$ cat src/rtl/poly_arith_pkg.sv
// Shared arithmetic constants and types for the polynomial datapath.
// Holds the modulus, operand widths, reducer latency and requester tag types.
package poly_arith_pkg;

  localparam int KYBER_Q        = 3329;
  localparam int PROD_W         = 24;
  localparam int COEF_W         = 12;
  localparam int REDUCE_LATENCY = 2;
  localparam int NUM_REQ        = 2;

  typedef logic req_id_t;

  // One slot of the in-flight tag pipe: which requester owns the reducer result.
  typedef struct packed {
    logic    valid;
    req_id_t owner;
  } tag_t;

endpackage

$ cat src/rtl/rr_arbiter.sv
// Two-way round-robin arbiter: combinational grant, pointer registered on a
// completed grant. The pointer remembers the last winner and resets to 1.
module rr_arbiter
  import poly_arith_pkg::*;
(
  input  logic       clk,
  input  logic       rst,
  input  logic [1:0] valid,
  output logic [1:0] grant,
  output req_id_t    grant_id
);

  req_id_t last_q;

  always_comb begin
    grant_id = 1'b0;
    grant    = 2'b00;
    if (valid == 2'b11) begin
      grant_id = ~last_q;
    end else begin
      grant_id = valid[1];
    end
    if (valid != 2'b00) begin
      grant = grant_id ? 2'b10 : 2'b01;
    end
  end

  always_ff @(posedge clk or negedge rst) begin
    if (!rst) begin
      last_q <= 1'b1;
    end else if (grant != 2'b00) begin
      last_q <= grant_id;
    end
  end

endmodule

$ cat src/rtl/reduce_arbiter.sv
// Shares one pipelined modular reducer between two requesters and routes each
// result back to its owner. Define REDUCE_ARB_CHECK_EN to enable the tag checker.
module reduce_arbiter
  import poly_arith_pkg::*;
#(
  parameter int LATENCY = REDUCE_LATENCY
) (
  input  logic                      clk,
  input  logic                      rst,
  input  logic [1:0]                req_valid_i,
  input  logic [1:0][PROD_W-1:0]    req_product_i,
  output logic [1:0]                req_ready_o,
  output logic                      red_valid_o,
  output logic [PROD_W-1:0]         red_product_o,
  input  logic                      red_valid_i,
  input  logic [COEF_W-1:0]         red_result_i,
  output logic [1:0]                rsp_valid_o,
  output logic [COEF_W-1:0]         rsp_result_o,
  output logic                      busy_o,
  output logic                      err_o
);

  // Handshake: a request transfers in the cycle where req_valid_i[n] and
  // req_ready_o[n] are both high; ready never depends on the reducer.
  logic [1:0] grant;
  req_id_t    grant_id;
  req_id_t    red_owner_q;
  logic       handshake;
  tag_t       tag_q [LATENCY];
  tag_t       head;

  rr_arbiter u_rr_arbiter (
    .clk      (clk),
    .rst      (rst),
    .valid    (req_valid_i),
    .grant    (grant),
    .grant_id (grant_id)
  );

  assign req_ready_o = rst ? grant : 2'b00;
  assign handshake   = (req_ready_o != 2'b00);

  always_ff @(posedge clk or negedge rst) begin
    if (!rst) begin
      red_valid_o   <= 1'b0;
      red_product_o <= '0;
      red_owner_q   <= 1'b0;
    end else begin
      red_valid_o <= handshake;
      if (handshake) begin
        red_product_o <= req_product_i[grant_id];
        red_owner_q   <= grant_id;
      end
    end
  end

  // Tag pipe mirrors the reducer latency so the head lines up with red_valid_i.
  always_ff @(posedge clk or negedge rst) begin
    if (!rst) begin
      for (int i = 0; i < LATENCY; i++) begin
        tag_q[i] <= '0;
      end
    end else begin
      tag_q[0] <= tag_t'{valid: red_valid_o, owner: red_owner_q};
      for (int i = 1; i < LATENCY; i++) begin
        tag_q[i] <= tag_q[i-1];
      end
    end
  end

  assign head         = tag_q[LATENCY-1];
  assign rsp_result_o = red_result_i;

  always_comb begin
    rsp_valid_o = 2'b00;
    if (red_valid_i && head.valid) begin
      rsp_valid_o[head.owner] = 1'b1;
    end
  end

  always_comb begin
    busy_o = red_valid_o;
    for (int i = 0; i < LATENCY; i++) begin
      busy_o = busy_o | tag_q[i].valid;
    end
  end

`ifdef REDUCE_ARB_CHECK_EN
  logic err_q;

  always_ff @(posedge clk or negedge rst) begin
    if (!rst) begin
      err_q <= 1'b0;
    end else if (red_valid_i != head.valid) begin
      err_q <= 1'b1;
    end
  end

  assign err_o = err_q;
`else
  assign err_o = 1'b0;
`endif

endmodule

$ cat config.mk
export PLATFORM = sky130hd
export DESIGN_NAME = reduce_arbiter
export DESIGN_NICKNAME = d
export VERILOG_FILES = /design/src/rtl/poly_arith_pkg.sv /design/src/rtl/rr_arbiter.sv /design/src/rtl/reduce_arbiter.sv
export SDC_FILE = /design/constraint.sdc
export NUM_CORES = 1
export LEC_CHECK = 0
export BUFFER_PORTS_ARGS = -buffer_cell sky130_fd_sc_hd__buf_2
export CELL_PAD_IN_SITES_DETAIL_PLACEMENT = 1
export CELL_PAD_IN_SITES_GLOBAL_PLACEMENT = 2
export CORE_UTILIZATION = 25
export CTS_CLUSTER_DIAMETER = 30
export DETAILED_ROUTE_END_ITERATION = 10
export PLACE_DENSITY = 0.82
export SKIP_LAST_GASP = 1
export SLEW_MARGIN = 10
export SYNTH_ARGS = -nofsm -noshare
export SYNTH_HDL_FRONTEND = slang
export SYNTH_HIERARCHICAL = 1
export SYNTH_SLANG_ARGS = --single-unit
$ cat constraint.sdc
create_clock -name clk -period 2.3 [get_ports clk]
set_clock_uncertainty 0.1 [all_clocks]
set_input_delay 0.575 -clock clk [delete_from_list [all_inputs] [get_ports clk]]
set_output_delay 0.575 -clock clk [all_outputs]
set_load 0.01 [all_outputs]
==> run metrics <==
outcome=complete, no violations; launch point of the critical path=u_rr_arbiter/last_q$_DFFE_PN1P_; Worst EP arrival=1460 ps; sw frac=26.2%; Max rail drop VDD=257 µV; average size of a mapped cell=14.6 µm²; Fin. Hold Viols=0; Switch Pwr=451 µW; Initial DRT Pass Iterations=3; Max-Cap Viols=0; CP max stage delay=590 ps; crit-path leading delay family=flip-flops; initial antenna violation count=0; final worst slack=166 ps; warning count from the yosys run=6; area grow syn2layout=32.2%; Worst Hold Class=in -> async; first-pass GRT wire length=6350 µm; Setup TNS=0 ps; Reg power frac=41.4%; dpl hpwl=2780 µm; #FFs+latches synth=31; CTS buffer count=5; r2r startpoint=u_rr_arbiter/last_q$_DFFE_PN1P_; vias in the first global route=1350; PortBufs=82; fmax=469 MHz; H-tree levels=2; Vias per Instance=4.35; CP max FO=5; via count=1156; worst r2r path cells=5; die width=83.3 µm; Initial Util=26.0%; asr flop ratio synth=100%; commonest cells in the netlist=dfrtp_1, mux2_2, mux2_4; CTS Hold Bufs=0; ANT cells=0; Slowest-stage cell, CP=dfstp_2; Int Pwr=1.27 mW; pin count of the biggest net entering global routing=29; Clock transition at path regs=70 ps; top_reg_cell synth=dfrtp_1; fin crit share=92.8%; clk buf depth=2; gpl congestion=0.642; Post-CTS Setup Inserts=0; pwr dens=790 nW/µm²; minimum clock period=2130 ps; Global Route Usage Sum=11.4%; Clock Latency Late Sink=270 ps; top cell type's share of synthesized area=45.5%; clock sinks=31; Startpoint Class=flop; sequential area share after synthesis=47.1%; leading area contributor after synthesis=dfrtp_1; RSZ-0062 raised after global routing=no; r2r setup slk=500 ps; Synth area leaders=dfrtp_1, mux2_2, mux2_4; number of remaining DRC errors=0; die height=83.3 µm; wire length per cell=13.7 µm; Required @ worst endpoint=1620 ps; final net count=253; CTS resizes=0; Syn Nets=178; Die ar.=6930 µm²; RR Endpoint=red_product_o[14]$_DFFE_PN0P_; Synth Cell Area=1650 µm²; WHS=41.1 ps; Slew Viols, Final=0; CTS root buf=clkbuf_8; Post-Route WL=3650 µm; pre-CTS setup slack=317 ps; row count=29; gr ovfl total=0; Unique masters post-synth=19; Finish-stage setup viols=0; Worst Setup EP=req_ready_o[0]; Post-synth EDFFs=0; CP bufs+invs=2; Gate power share=26.6%; share of cells above drive strength 1=77.2%; ANT nets after route=0; core box area=6350 µm²; drt first-iter violations=8; Leak=1.11 nW; Ports=108; critical path class=reg -> out; FILL cells=714; Post-Syn Instances=113; Critical Path End Type=primary output; CTS tree=yes; clock share of power=31.9%; Crit. path cell count=4; CP Cell Sequence=inv_1 -> a21boi_1 -> and2_1 -> buf_2
sequential cells by signal, indices dropped and copies added, names as in the netlist:
register	flops
red_owner_q	1
red_product_o	24
head	2
red_valid_o	1
u_rr_arbiter/last_q	1
tag_q	2
placed cells by master (no fill, tap or decap), types with 2 or more instances in the layout:
| master | instances |
|---|---|
| mux2_4 | 19 |
| nor2_1 | 2 |
| and2_1 | 2 |
| inv_1 | 2 |
| mux2_2 | 30 |
| dfrtp_1 | 30 |
| buf_4 | 2 |
| buf_12 | 2 |
| buf_2 | 82 |
| clkbuf_8 | 6 |
routing by layer:
metal	global-route usage (%)	up-vias	part of all wire, %
li1	-	526	-
met1	12.9	578	39
met2	20.5	46	53
met3	2.88	6	6.7
met4	4.39	0	1.2
met5	0	-	0
worst min-delay path by stage:
stage	to	slack (ps)	cells past startpoint	startpoint
finish	red_product_o[9]$_DFFE_PN0P_	40	1	rst
global route	red_product_o[9]$_DFFE_PN0P_	40	1	rst
CTS	red_product_o[7]$_DFFE_PN0P_	40	1	rst
detailed placement	head[0]$_DFF_PN0_	240	0	tag_q[2]$_DFF_PN0_
global placement	head[0]$_DFF_PN0_	230	0	tag_q[2]$_DFF_PN0_
floorplan	head[0]$_DFF_PN0_	180	0	rst
metrics by stage:
step | cells | utilization (%) | instance area (µm²) | total power, mW
after global placement | 258 | 32.5 | 2060 | 1.18
final | 266 | 34.4 | 2180 | 1.72
after CTS | 266 | 34.4 | 2180 | 1.76
after detailed placement | 258 | 32.5 | 2060 | 1.20
after global routing | 266 | 34.4 | 2180 | 1.83
after floorplan | 113 | - | 1650 | 1.01
power groups by stage:
stage | logic, mW | registers [mW] | clock network, mW
final | 0.459 | 0.714 | 0.551
after global routing | 0.501 | 0.732 | 0.600
after CTS | 0.472 | 0.716 | 0.575
after detailed placement | 0.471 | 0.725 | 0
after global placement | 0.459 | 0.721 | 0
after floorplan | 0.246 | 0.767 | 0
worst reg2reg max path, stage by stage (launching register included):
cell and delay [ps]:
dfstp_2 590, a21boi_0 140, buf_4 160, o21ai_4 130, buf_12 200, mux2_2 370
final cells by class:
cell class,count,area (µm²),share of cell area (%)
Inverter,2,7.51,0.344
Tap cell,77,96.3,4.42
Clock buffer,6,82.6,3.78
Sequential cell,31,777,35.6
Timing Repair Buffer,86,465,21.3
Multi-Input combinational cell,62,718,32.9
Clock inverter,2,35.0,1.61
logic make-up (layout without fill, tap and decap cells):
group                  Yosys count  in the layout  share of synthesized area (%)
multiplexers                    49             49                           37.8
flip-flops                      31             31                           47.1
buffers and inverters           20             96                           10.1
AND/OR/NAND/NOR                  7              7                           2.20
AO/OA/AOI/OAI                    5              5                           2.65
other                            1              1                          0.227
(Power assumes the default switching activity.)
